## src/rtl/rate_div_pkg.sv

```systemverilog
// Shared types and constants for the multi-channel rate divider.
package rate_div_pkg;

  typedef enum logic {
    MODE_PULSE  = 1'b0,
    MODE_TOGGLE = 1'b1
  } mode_e;

  // One second at a 50 MHz system clock (period = delay + 1 cycles).
  localparam int unsigned DEFAULT_DELAY_1HZ = 32'd49_999_999;

endpackage

```

## src/rtl/rate_div_chan.sv

```systemverilog
// One divider channel: down-counter with reload, programmable period and
// strobe / square-wave output.
module rate_div_chan
  import rate_div_pkg::*;
#(
  parameter int unsigned WIDTH         = 27,
  parameter int unsigned DEFAULT_DELAY = DEFAULT_DELAY_1HZ
) (
  input  logic             clk,
  input  logic             reset_n,
  input  logic             active,
  input  logic             wr,
  input  logic             restart,
  input  logic [WIDTH-1:0] delay,
  input  mode_e            mode,
  output logic             tick,
  output logic             wrap
);

  logic [WIDTH-1:0] q;
  logic [WIDTH-1:0] q_nxt;
  logic [WIDTH-1:0] delay_r;
  logic [WIDTH-1:0] delay_nxt;
  mode_e            mode_r;
  mode_e            mode_nxt;
  logic             tick_nxt;
  logic             wrap_nxt;

  // Next-state: a same-cycle write is visible to the reload; restart wins over all.
  always_comb begin
    delay_nxt = delay_r;
    mode_nxt  = mode_r;
    q_nxt     = q;
    tick_nxt  = tick;
    wrap_nxt  = 1'b0;

    if (wr) begin
      delay_nxt = delay;
      mode_nxt  = mode;
    end

    if (active) begin
      if (q == '0) begin
        q_nxt    = delay_nxt;
        wrap_nxt = 1'b1;
        tick_nxt = (mode_nxt == MODE_PULSE) ? 1'b1 : ~tick;
      end else begin
        q_nxt = q - WIDTH'(1);
        if (mode_nxt == MODE_PULSE) tick_nxt = 1'b0;
      end
    end else if (mode_nxt == MODE_PULSE) begin
      tick_nxt = 1'b0;
    end

    // A mode switch restarts the output waveform from low.
    if (wr && (mode != mode_r)) tick_nxt = 1'b0;

    if (wr && restart) begin
      q_nxt    = delay;
      wrap_nxt = 1'b0;
      tick_nxt = 1'b0;
    end
  end

  always_ff @(posedge clk or negedge reset_n) begin
    if (!reset_n) begin
      q       <= WIDTH'(DEFAULT_DELAY);
      delay_r <= WIDTH'(DEFAULT_DELAY);
      mode_r  <= MODE_PULSE;
      tick    <= 1'b0;
      wrap    <= 1'b0;
    end else begin
      q       <= q_nxt;
      delay_r <= delay_nxt;
      mode_r  <= mode_nxt;
      tick    <= tick_nxt;
      wrap    <= wrap_nxt;
    end
  end

endmodule

```

## src/rtl/rate_divider_multi.sv

```systemverilog
// NUM_CH independent programmable timebases sharing one clock and one
// configuration write port.
module rate_divider_multi
  import rate_div_pkg::*;
#(
  parameter int unsigned NUM_CH        = 4,
  parameter int unsigned WIDTH         = 27,
  parameter int unsigned DEFAULT_DELAY = DEFAULT_DELAY_1HZ,
  parameter int unsigned CH_IDX_W      = (NUM_CH > 1) ? $clog2(NUM_CH) : 1
) (
  input  logic                clk,
  input  logic                reset_n,
  input  logic                run,
  input  logic                cfg_we,
  input  logic [CH_IDX_W-1:0] cfg_ch,
  input  logic [WIDTH-1:0]    cfg_delay,
  input  logic                cfg_mode,
  input  logic                cfg_restart,
  input  logic [NUM_CH-1:0]   ch_en,
  output logic [NUM_CH-1:0]   tick,
  output logic [NUM_CH-1:0]   wrap
);

  // Compared at 32 bits so out-of-range channel numbers never alias a real channel.
  for (genvar i = 0; i < NUM_CH; i++) begin : g_ch
    logic wr_sel;

    assign wr_sel = cfg_we && (32'(cfg_ch) == 32'(i));

    rate_div_chan #(
      .WIDTH         (WIDTH),
      .DEFAULT_DELAY (DEFAULT_DELAY)
    ) u_chan (
      .clk     (clk),
      .reset_n (reset_n),
      .active  (run & ch_en[i]),
      .wr      (wr_sel),
      .restart (cfg_restart),
      .delay   (cfg_delay),
      .mode    (mode_e'(cfg_mode)),
      .tick    (tick[i]),
      .wrap    (wrap[i])
    );
  end

endmodule
```

## config.mk

```make
export PLATFORM = sky130hd
export DESIGN_NAME = rate_divider_multi
export DESIGN_NICKNAME = d
export VERILOG_FILES = /design/src/rtl/rate_div_pkg.sv /design/src/rtl/rate_div_chan.sv /design/src/rtl/rate_divider_multi.sv
export SDC_FILE = /design/constraint.sdc
export NUM_CORES = 1
export LEC_CHECK = 0
export BUFFER_PORTS_ARGS = -buffer_cell sky130_fd_sc_hd__buf_2
export CAP_MARGIN = 20
export CORE_MARGIN = 1.5
export CORE_UTILIZATION = 35
export DETAILED_ROUTE_END_ITERATION = 8
export GPL_ROUTABILITY_DRIVEN = 0
export SYNTH_ARGS = -nofsm -noshare
export SYNTH_HDL_FRONTEND = slang
export SYNTH_HIERARCHICAL = 1
export SYNTH_SLANG_ARGS = --single-unit
```

## constraint.sdc

```tcl
create_clock -name clk -period 5.5 [get_ports clk]
set_input_delay 1.1 -clock clk [delete_from_list [all_inputs] [get_ports clk]]
set_output_delay 1.1 -clock clk [all_outputs]
set_load 0.005 [all_outputs]
```

**After elaboration in Yosys (flattened, before gate mapping)**

Cells that the tools add are included.

- Register bits: 228
- Input bits: 39
- Output and inout bits: 8
- Word-level logic and storage cells: 116

- Add/sub/neg operators: 4
- Eq/ne operators: 7
- Muxes and demuxes: 56
- Bitwise gates (word level): 8
- Reduce and logical (&&, ||, !) cells: 21

Operator list:

| operator | number |
|---|---|
| 27-bit two-way mux | 16 |
| 27-bit logical NOT | 4 |
| 27-bit by 1-bit subtractor with 27-bit output, second input constant | 4 |
| 1-bit two-way mux | 40 |
| 1-bit logical AND | 12 |
| 2-bit nonzero test | 4 |
| 1-bit AND | 4 |
| 2-bit == test, second input constant | 2 |
| 1-bit != test | 4 |
| 1-bit inverter | 4 |
| 2-bit by 1-bit == test with 1-bit output, second input constant | 1 |
| 2-bit logical NOT | 1 |

**Logic depth before layout (Yosys ltp)**

Gate-level depths: netlist of the first run.

- Word-level depth: 8
- Gate-level depth with buffers: 9
- Gate-level depth less buffers: 7

**Cells and area by module**

The synthesis of the first run kept the hierarchy.

Modules (own cells, without submodules):

| module | times used | cells an instance | area each (sq um) | seq. area each (sq um) |
|---|---|---|---|---|
| rate_div_chan at g_ch[0].u_chan ... | 2 | 333 | 3275.6 | 1471.4 |
| rate_div_chan at g_ch[2].u_chan ... | 2 | 324 | 3273.1 | 1471.4 |
| rate_divider_multi | 1 | 8 | 62.6 | 0.0 |

**Least setup slack after synthesis of the first run**

OpenSTA, ideal clock, no wires.

- Path type: input to register
- From: input port cfg_ch[0]
- To: register g_ch[0].u_chan.q[16]
- Setup time: 143 ps
- Data arrival time: 2670 ps
- Required time: 5357 ps
- Setup slack: 2688 ps
- Stages on the path: 6
- Path buffers: 2
- Cell sequence: nor3b_2 -> buf_1 -> buf_1 -> mux2_2 -> mux2i_1 -> o221ai_1

- Word-level cells in the longest chain between the ends: 6
- Elaborated cells between the ends (all ways): 8
- Those cells by class: mux (4); reduce/logical (4)

Ends and longest elaborated chain:

| element | line | source |
|---|---|---|
| start, declared | rate_divider_multi.sv:15 | `input logic [CH_IDX_W-1:0] cfg_ch,` |
| 2-bit logical NOT | rate_divider_multi.sv:28 | `assign wr_sel = cfg_we && (32'(cfg_ch) == 32'(i));` |
| 1-bit logical AND | rate_divider_multi.sv:28 |  |
| 27-bit two-way mux | rate_div_chan.sv:37 | `if (wr) begin` |
| via g_ch[0].u_chan.delay_nxt[16] | rate_div_chan.sv:23 | `logic [WIDTH-1:0] delay_nxt;` |
| 27-bit two-way mux | rate_div_chan.sv:43 | `if (q == '0) begin` |
| 27-bit two-way mux | rate_div_chan.sv:42 | `if (active) begin` |
| 27-bit two-way mux | rate_div_chan.sv:58 | `if (wr && restart) begin` |
| end signal, assigned | rate_div_chan.sv:67 | `q <= WIDTH'(DEFAULT_DELAY);` |
| end signal, assigned | rate_div_chan.sv:73 | `q <= q_nxt;` |
| end, declared | rate_div_chan.sv:20 | `logic [WIDTH-1:0] q;` |

The timed path passes the listed nets, and every way through them passes these cells. The select of a mux whose other input is x is not followed.
A chain may end at the register's enable or synchronous reset.

**Final worst setup path of the first run**

- From: input port cfg_ch[1]
- To: register g_ch[1].u_chan.q[16]

- Word-level cells in the longest chain between the ends: 6
- Elaborated cells between the ends (all ways): 8
- Those cells by class: eq/ne (1); mux (4); reduce/logical (3)

Ends and longest elaborated chain:

| element | line | source |
|---|---|---|
| 2-bit by 1-bit == test with 1-bit output * | rate_divider_multi.sv:28 |  |
| 1-bit logical AND * | rate_divider_multi.sv:28 |  |
| via g_ch[1].wr_sel | rate_divider_multi.sv:26 | `logic wr_sel;` |
| 27-bit two-way mux | rate_div_chan.sv:37 |  |
| 27-bit two-way mux | rate_div_chan.sv:43 |  |
| 27-bit two-way mux | rate_div_chan.sv:42 |  |
| 27-bit two-way mux | rate_div_chan.sv:58 |  |
| end signal, assigned | rate_div_chan.sv:67 |  |
| end signal, assigned | rate_div_chan.sv:73 |  |
| end, declared | rate_div_chan.sv:20 |  |

The timed path passes the listed nets; every way through them passes the cells marked *. The select of a mux whose other input is x is not followed.

==> impl_metrics.yaml, run 1 <==
run_status:
  status: "completed"
clock_tree:
  clock_latency_ps: 540
  numCtsBuffers: 27
  cts_resized: 0
  root_buffer: "clkbuf_16"
  postCtsHoldBufs: 0
  htreeDepth: 1
  cts.clk_slew.worst_paths_ps: 60
  cts_setup_buffers: 0
  cts_tree: "yes"
  clock-sinks: 228
  cts_buffer_depth: 3
grt:
  antenna_found_initial: 2
  grt.busiest_layer: "met2"
  grt_use_total_pct: 20.1
  grt_start_max_net_pins: 127
  met2_usage_pct: 31.7
  grt_first_pass_wirelength_um: 61200
  gr-usage-met3_pct: 2.74
  grt_pass1_vias: 10400
  gr-total-overflow: 0
  met1_usage_pct: 28.3
detailed_routing:
  drt_iter0_drc: 668
  viasPerCell: 5.89
  totalWireLength_um: 39100
  drt-pass1-iter-count: 5
  ant_nets: 0
  route.detailed.drc: 0
  wire_per_inst_um: 21.6
  vias: 10700
setup_path:
  arrival_ps: 3830
  worst_setup_path_end_kind: "flop"
  critPathLaunchType: "input port"
  crit_fanout: 25
  crit_required_ps: 5890
  path_class: "in2reg"
synthesis:
  async_flop_share_pct: 100
  synth-compound-area-share_pct: 16.2
  synth_top_family_by_area: "simple AND/OR/NAND/NOR gates"
  synth.area.mux_share_pct: 11.7
  yosys.area_share.simple_pct: 19.5
  yosys_warnings: 6
  synth_top_area_share_pct: 28.8
  ys_seq_elements: 228
  syn_avg_cell_area_um2: 9.95
  synth_cells: 1322
  synth_top_area_cell: "dfstp_2"
  ys_seq_area_share_pct: 44.7
  synthAdderAreaFrac_pct: 0.761
  synthFlopType: "dfstp_2"
  synth_area_um2: 13200
  ys_top_cells_by_area: "dfstp_2 (29%), dfrtp_1 (16%), mux2_2 (9.8%), a21oi_1 (4.3%), o21ai_0 (3.7%)"
  synth_most_common_cell: "dfstp_2"
  synth_common_cells: "dfstp_2 (144), mux2_2 (114), a21oi_1 (112)"
  synth_nets: 1369
  yosysUniqueCellTypes: 64
  synth-edff-count: 0
  synth_xor_area_share_pct: 3.46
sta:
  holdWs_ps: 493
  period_needed_ps: 3440
  finalCritPeriodShare_pct: 62.6
  fin_setup_tns_ps: 0
  max_freq_mhz: 290
  tightest_slew_ps: 1030
  drv_slew: 0
  setup_viol: 0
  finalHoldViolations: 0
  relSlewSlack_pct: 31.1
  skew_ps: 13.4
  rsz0062_at_grt: "no"
floorplan:
  fp-row-count: 70
  io_pins: 47
  core_area_um2: 36800
  die_w_um: 197
  initial_core_util_pct: 35.8
  die_area_um2: 38800
  die_h_um: 197
finish:
  drive_gt1_share_pct: 30.3
  nets: 1372
  syn_to_final_growth_pct: 11.5
  stdcell_area_um2: 14700
  num-fill-cells: 3609
  utilization_pct: 39.9
job:
  drv_cap: 0
place:
  place_area_um2: 13700
  io_buffers: 46
  dpl.hpwl_um: 24200
pwr:
  p_leak_nw: 5.52
  ir_drop_mv: 0.240
  powerDensity_nw_per_um2: 423
worst_hold_path:
  hold_class: "reg2reg"
## layer usage
| metal | up-vias | wire length (µm) |
|---|---|---|
| met4 | 0 | 1240 |
| li1 | 4947 | - |
| met2 | 299 | 17600 |
| met3 | 68 | 2010 |
| met5 | - | 0 |
| met1 | 5376 | 18300 |
## sequential cells by signal (all words and copies together) (netlist names)
register	cells
g_ch.u_chan/delay_r	108
g_ch.u_chan/q	108
g_ch.u_chan/wrap	4
g_ch.u_chan/mode_r	4
g_ch.u_chan/tick	4
## logic make-up (layout without fill, tap and decap cells)
kind of cell,after synthesis,in the layout
AND/OR/NAND/NOR,428,428
adder cells (fa/ha/maj),8,8
flip-flops,228,228
buffers and inverters,106,129
other,0,1
AO/OA/AOI/OAI,360,360
multiplexers,140,140
XOR/XNOR,52,52
## final timing paths
path	to	slack, ps	start	cells past startpoint
worst max-delay path	g_ch[1].u_chan/q[16]$_DFFE_PN0P_	2060	cfg_ch[1]	5
worst min-delay path	g_ch[3].u_chan/delay_r[24]$_DFF_PN0_	490	g_ch[3].u_chan/delay_r[24]$_DFF_PN0_	1
worst max register to register	g_ch[0].u_chan/q[16]$_DFFE_PN0P_	2300	g_ch[0].u_chan/q[8]$_DFFE_PN0P_	5
worst min register to register	g_ch[3].u_chan/delay_r[24]$_DFF_PN0_	490	g_ch[3].u_chan/delay_r[24]$_DFF_PN0_	1
max in group asynchronous	g_ch[0].u_chan/delay_r[24]$_DFF_PN0_	3690	reset_n	2
min in group asynchronous	g_ch[2].u_chan/q[18]$_DFFE_PN0P_	700	reset_n	1
## cell usage in the layout (no fill, tap or decap), types with 17 or more instances in the layout
| cell type | synthesis | final |
|---|---|---|
| or4_1 | 18 | 18 |
| o22ai_1 | 22 | 22 |
| nand3_1 | 30 | 30 |
| clkbuf_16 | 0 | 27 |
| buf_4 | 0 | 17 |
| nor3b_1 | 52 | 52 |
| o21ai_0 | 96 | 96 |
| dfstp_2 | 144 | 144 |
| o211ai_1 | 18 | 18 |
| dfrtp_1 | 84 | 84 |
| mux2_2 | 114 | 114 |
| and3_1 | 18 | 18 |
| a21oi_1 | 112 | 112 |
| nand2_1 | 54 | 54 |
| mux2i_1 | 26 | 26 |
| nor2_1 | 64 | 64 |
| buf_2 | 18 | 45 |
| nor3_1 | 62 | 62 |
| xnor2_1 | 26 | 26 |
| xor2_1 | 26 | 26 |
| o21ai_1 | 30 | 30 |
| nor4_1 | 30 | 30 |
## worst max-delay path, cell delays in order
cell      delay, ps
buf_2           130
and3b_1         850
nand2_1         810
nand2_1         730
o221ai_1        200
## through the flow
step	worst slack, ps	instances	power (mW)
4_1_cts	2170	1813	6.24
6_report	2060	1814	6.20
5_1_grt	1880	1813	6.56
3_5_place_dp	1610	1764	4.28
3_3_place_gp	1700	1764	4.23
2_1_floorplan	2690	1322	3.85
## power by group
group          switching (mW)  internal (mW)
Clock                   0.731           1.19
Combinational           0.904          0.757
Sequential              0.379           2.25
## area by class of cell
type / instances / area (µm²) / share of cell area, %
Antenna cell: 1 / 2.50 / 0.0170
Sequential cell: 228 / 5890 / 40.1
Inverter: 16 / 60.1 / 0.409
Timing Repair Buffer: 64 / 388 / 2.64
Clock inverter: 12 / 163 / 1.11
Multi-Input combinational cell: 988 / 6800 / 46.3
Tap cell: 468 / 586 / 3.99
Clock buffer: 37 / 793 / 5.40
(Power assumes the default switching activity.)
==> run 2, diff against run 1 <==
==> constraint.sdc (replaced) <==
create_clock -name clk -period 3.08 [get_ports clk]
set_input_delay 0.616 -clock clk [delete_from_list [all_inputs] [get_ports clk]]
set_output_delay 0.616 -clock clk [all_outputs]
set_load 0.005 [all_outputs]
==> run 2 against run 1 <==
Compared with the run above: sequential share of layout area decreased by 0.65 points; clock skew grew 3.1 ps; power increased by 75%; global-route usage decreased by 0.23 points; clock power increased by 64%; non-clock buffer count grew 38; wire length is 2.0% lower; register-to-register slack lost 1900 ps; combinational power up 84%; via count is 0.70% higher; setup slack lost 1600 ps.
==> impl_metrics.yaml, run 2 (synthesis gave the netlist of run 1 again) <==
finish:
  nets: 1409
  stdcell_area_um2: 14900
  mostFrequentLayoutCell: "dfstp_2"
  syn_to_final_growth_pct: 13.4
  final_cell_mix: "dfstp_2 (144), mux2_2 (114), a21oi_1 (112)"
  utilization_pct: 40.6
  drive_gt1_share_pct: 31.8
  top_regs: "g_ch.u_chan/delay_r x108, g_ch.u_chan/q x108"
grt:
  gr-total-overflow: 0
  grt_first_pass_wirelength_um: 60800
  grt_use_total_pct: 19.8
  grt_pass1_vias: 10600
  antenna_found_initial: 1
  grt_start_max_net_pins: 80
pwr:
  ir_drop_mv: 0.473
  powerDensity_nw_per_um2: 729
  p_leak_nw: 5.68
place:
  dpl.hpwl_um: 25300
  io_buffers: 46
  place_area_um2: 14000
setup_path:
  crit_fanout: 10
  worst_setup_path_end_kind: "flop"
  crit_required_ps: 3510
  critPathLaunchType: "flop"
  r2r_slack_ps: 420
  crit-reg2reg-launch: "g_ch[1].u_chan/q[8]$_DFFE_PN0P_"
  rr_worst_depth: 5
  crit_start: "g_ch[1].u_chan/q[8]$_DFFE_PN0P_"
  arrival_ps: 3090
  reg2reg_to: "g_ch[1].u_chan/tick$_DFF_PN0_"
  critPathCapture: "g_ch[1].u_chan/tick$_DFF_PN0_"
  path_class: "reg2reg"
sta:
  relSlewSlack_pct: 53.7
  rsz0062_at_grt: "no"
  fin_setup_tns_ps: 0
  tightest_slew_ps: 695
  period_needed_ps: 2660
  finalHoldViolations: 0
  max_freq_mhz: 376
  skew_ps: 16.4
  finalCritPeriodShare_pct: 86.3
  drv_slew: 0
  setup_viol: 0
clock_tree:
  clock-sinks: 228
  clock_latency_ps: 540
  cts_resized: 0
  cts_buffer_depth: 3
  numCtsBuffers: 26
  cts.clk_slew.worst_paths_ps: 60
  htreeDepth: 1
  cts_tree: "yes"
  root_buffer: "clkbuf_16"
  postCtsHoldBufs: 0
  cts_setup_buffers: 0
detailed_routing:
  totalWireLength_um: 38300
  viasPerCell: 5.82
  vias: 10800
  drt_iter0_drc: 668
  wire_per_inst_um: 20.7
  route.detailed.drc: 0
  ant_nets: 0
  drt-pass1-iter-count: 5
floorplan:
  initial_core_util_pct: 35.8
  io_pins: 47
  die_w_um: 197
  fp-row-count: 70
  core_area_um2: 36800
  die_h_um: 197
  die_area_um2: 38800
run_status:
  status: "completed"
job:
  drv_cap: 0
worst_hold_path:
  hold_class: "in2async"
run 2: cell count changes in the layout (fill, tap and decap cells not counted):
cell        before  now
buf_12           1    4
inv_8            0    1
buf_4           17   52
clkbuf_1         2    7
clkinv_2         7    4
bufinv_16        4    1
clkinvlp_4       1    0
run 2: worst max-delay path, cell delays in order, from the launching register on:
cell	delay, ps
dfrtp_1	430
or4_1	710
or3_1	570
nor3_1	510
nand4_1	150
and3_1	190
run 2: final cells by class:
| class | instances | area, µm² |
|---|---|---|
| fillers | 3607 | 21900 |
| multi-input cells | 988 | 6800 |
| flip-flops and latches | 228 | 5890 |
| clock buffers | 42 | 812 |
| repair buffers | 102 | 711 |
| well taps | 468 | 586 |
| clock inverters | 6 | 61.3 |
| inverters | 16 | 60.1 |
| diodes | 1 | 2.50 |
run 2: where the power goes:
part / switching [mW] / leakage (nW) / internal, mW
Sequential: 0.662 / 2.55 / 4.01
Combinational: 1.63 / 2.70 / 1.43
Clock: 1.27 / 0.434 / 1.88
run 2: how the worst min path moves through the flow:
stage | from | to | slack [ps] | cells past startpoint
floorplan | reset_n | g_ch[0].u_chan/delay_r[10]$_DFF_PN0_ | 320 | 0
global placement | g_ch[3].u_chan/delay_r[24]$_DFF_PN0_ | g_ch[3].u_chan/delay_r[24]$_DFF_PN0_ | 480 | 1
detailed placement | g_ch[3].u_chan/delay_r[24]$_DFF_PN0_ | g_ch[3].u_chan/delay_r[24]$_DFF_PN0_ | 480 | 1
CTS | reset_n | g_ch[2].u_chan/q[18]$_DFFE_PN0P_ | 70 | 1
global route | reset_n | g_ch[2].u_chan/q[26]$_DFFE_PN0P_ | 80 | 1
finish | reset_n | g_ch[2].u_chan/delay_r[18]$_DFF_PN0_ | 40 | 1
run 2: layer usage:
metal / routed length, µm / share of wire [%] / up-vias / GRT usage, %
met4: 1270 / 3.3 / 0 / 6.30
met2: 17400 / 45 / 297 / 31.5
met1: 17600 / 46 / 5383 / 27.6
met3: 2070 / 5.4 / 57 / 3.17
met5: 0 / 0 / - / 0
li1: - / - / 5028 / -
run 2: stage by stage:
| stage | std cells | hold WS, ps | setup WS (ps) | power (mW) |
|---|---|---|---|---|
| 2_1_floorplan | 1322 | 320 | 654 | 6.87 |
| 3_3_place_gp | 1802 | 477 | 538 | 7.65 |
| 3_5_place_dp | 1802 | 483 | 470 | 7.75 |
| 4_1_cts | 1850 | 71.1 | 475 | 11.0 |
| 5_1_grt | 1850 | 84.4 | 316 | 11.5 |
| 6_report | 1851 | 40.4 | 423 | 10.9 |
==> run 3, diff against run 2 <==
--- a/config.mk
+++ b/config.mk
@@ -11,6 +11,7 @@
 export CORE_UTILIZATION = 35
 export DETAILED_ROUTE_END_ITERATION = 8
 export GPL_ROUTABILITY_DRIVEN = 0
+export MAX_ROUTING_LAYER = met4
 export SYNTH_ARGS = -nofsm -noshare
 export SYNTH_HDL_FRONTEND = slang
 export SYNTH_HIERARCHICAL = 1
==> run 3 against run 2 <==
Compared with the run above: sequential share of layout area is the same; via count shrank 0.47%; non-clock buffer count is the same; first-iteration DRC count shrank 6.0%; register-to-register slack is essentially flat; global-route usage grew 0.59 points; largest power group unchanged; critical endpoint unchanged; power is essentially flat; hold slack gained 26 ps; setup slack lost 6.1 ps; clock skew is essentially flat.
==> impl_metrics.yaml, run 3 (synthesis gave the netlist of run 1 again) <==
setup_path:
  r2r_slack_ps: 420
  max_stage_delay_ps: 710
  crit-reg2reg-launch: "g_ch[1].u_chan/q[8]$_DFFE_PN0P_"
  crit_family: "simple AND/OR/NAND/NOR gates"
  path_buf_inv: 0
  crit_chain: "or4_1 -> or3_1 -> nor3_1 -> nand4_1 -> and3_1"
  rr_worst_depth: 5
  reg2reg_to: "g_ch[1].u_chan/tick$_DFF_PN0_"
  crit_fanout: 10
  slowest_stage: "or4_1"
  worst_setup_path_end_kind: "flop"
  critPathLaunchType: "flop"
  crit_required_ps: 3510
  path_class: "reg2reg"
  arrival_ps: 3090
sta:
  drv_slew: 0
  tightest_slew_ps: 699
  finalHoldViolations: 0
  setup_viol: 0
  period_needed_ps: 2660
  holdWs_ps: 66.4
  skew_ps: 16.2
  max_freq_mhz: 376
  relSlewSlack_pct: 53.4
  finalCritPeriodShare_pct: 86.5
  fin_setup_tns_ps: 0
  rsz0062_at_grt: "no"
detailed_routing:
  wire_per_inst_um: 20.7
  viasPerCell: 5.79
  totalWireLength_um: 38300
  ant_nets: 0
  drt_iter0_drc: 628
  vias: 10700
  route.detailed.drc: 0
  drt-pass1-iter-count: 5
pwr:
  power_mw: 10.9
  p_leak_nw: 5.68
  ir_drop_mv: 0.472
  powerDensity_nw_per_um2: 729
clock_tree:
  cts.clk_slew.worst_paths_ps: 60
  cts_setup_buffers: 0
  clock-sinks: 228
  numCtsBuffers: 26
  htreeDepth: 1
  postCtsHoldBufs: 0
  clock_latency_ps: 540
  cts_tree: "yes"
  root_buffer: "clkbuf_16"
  cts_buffer_depth: 3
  cts_resized: 0
job:
  drv_cap: 0
finish:
  mostFrequentLayoutCell: "dfstp_2"
  num-fill-cells: 3607
  utilization_pct: 40.6
  multi_input_area_um2: 6800
  syn_to_final_growth_pct: 13.4
  seq_area_um2: 5890
  nets: 1409
  drive_gt1_share_pct: 31.8
  top_regs: "g_ch.u_chan/delay_r x108, g_ch.u_chan/q x108"
  final_cell_mix: "dfstp_2 (144), mux2_2 (114), a21oi_1 (112)"
floorplan:
  die_w_um: 197
  initial_core_util_pct: 35.8
  core_area_um2: 36800
  fp-row-count: 70
  die_h_um: 197
  io_pins: 47
  die_area_um2: 38800
grt:
  grt_first_pass_wirelength_um: 60800
  gr-total-overflow: 0
  antenna_found_initial: 1
  grt_pass1_vias: 10500
  grt_start_max_net_pins: 80
  grt_use_total_pct: 20.4
place:
  io_buffers: 46
  dpl.hpwl_um: 25300
run_status:
  status: "completed"
worst_hold_path:
  hold_class: "in2async"
## run 3: cell counts in the layout (fill, tap and decap cells not counted)
No cell type changed its count.
## run 3: layout make-up
type	instances	share of cell area (%)
Inverter	16	0.403
Antenna cell	1	0.0168
Timing Repair Buffer	102	4.76
Tap cell	468	3.93
Clock buffer	42	5.44
Clock inverter	6	0.411
Sequential cell	228	39.5
Multi-Input combinational cell	988	45.6
## run 3: worst max path at each step
stage                                               start                          endpoint  cells after the start
after detailed placement  g_ch[1].u_chan/q[8]$_DFFE_PN0P_     g_ch[1].u_chan/tick$_DFF_PN0_                      5
after global placement    g_ch[0].u_chan/q[8]$_DFFE_PN0P_  g_ch[0].u_chan/q[26]$_DFFE_PN0P_                      5
after floorplan           g_ch[0].u_chan/q[0]$_DFFE_PN1P_  g_ch[0].u_chan/q[18]$_DFFE_PN0P_                      8
after global routing      g_ch[1].u_chan/q[8]$_DFFE_PN0P_  g_ch[1].u_chan/q[14]$_DFFE_PN1P_                      5
final                     g_ch[1].u_chan/q[8]$_DFFE_PN0P_     g_ch[1].u_chan/tick$_DFF_PN0_                      5
after CTS                 g_ch[1].u_chan/q[8]$_DFFE_PN0P_     g_ch[1].u_chan/tick$_DFF_PN0_                      5
## run 3: metal layers
metal	global-route usage, %	part of all wire, %
met1	27.6	46
met2	31.5	45
met3	3.11	5.6
met4	6.30	3.4
met5	-	0
## run 3: through the flow
stage / std cells / area [µm²] / setup WS [ps]
3_3_place_gp: 1802 / 14000 / 538
6_report: 1851 / 14900 / 417
2_1_floorplan: 1322 / 13200 / 654
3_5_place_dp: 1802 / 14000 / 470
5_1_grt: 1851 / 14900 / 316
4_1_cts: 1850 / 14900 / 475
## run 3: report_power, final
group,switching (mW),total [mW],internal [mW]
combinational,1.62,3.06,1.44
clock,1.26,3.14,1.88
sequential,0.663,4.67,4.01
total,3.55,10.9,7.33
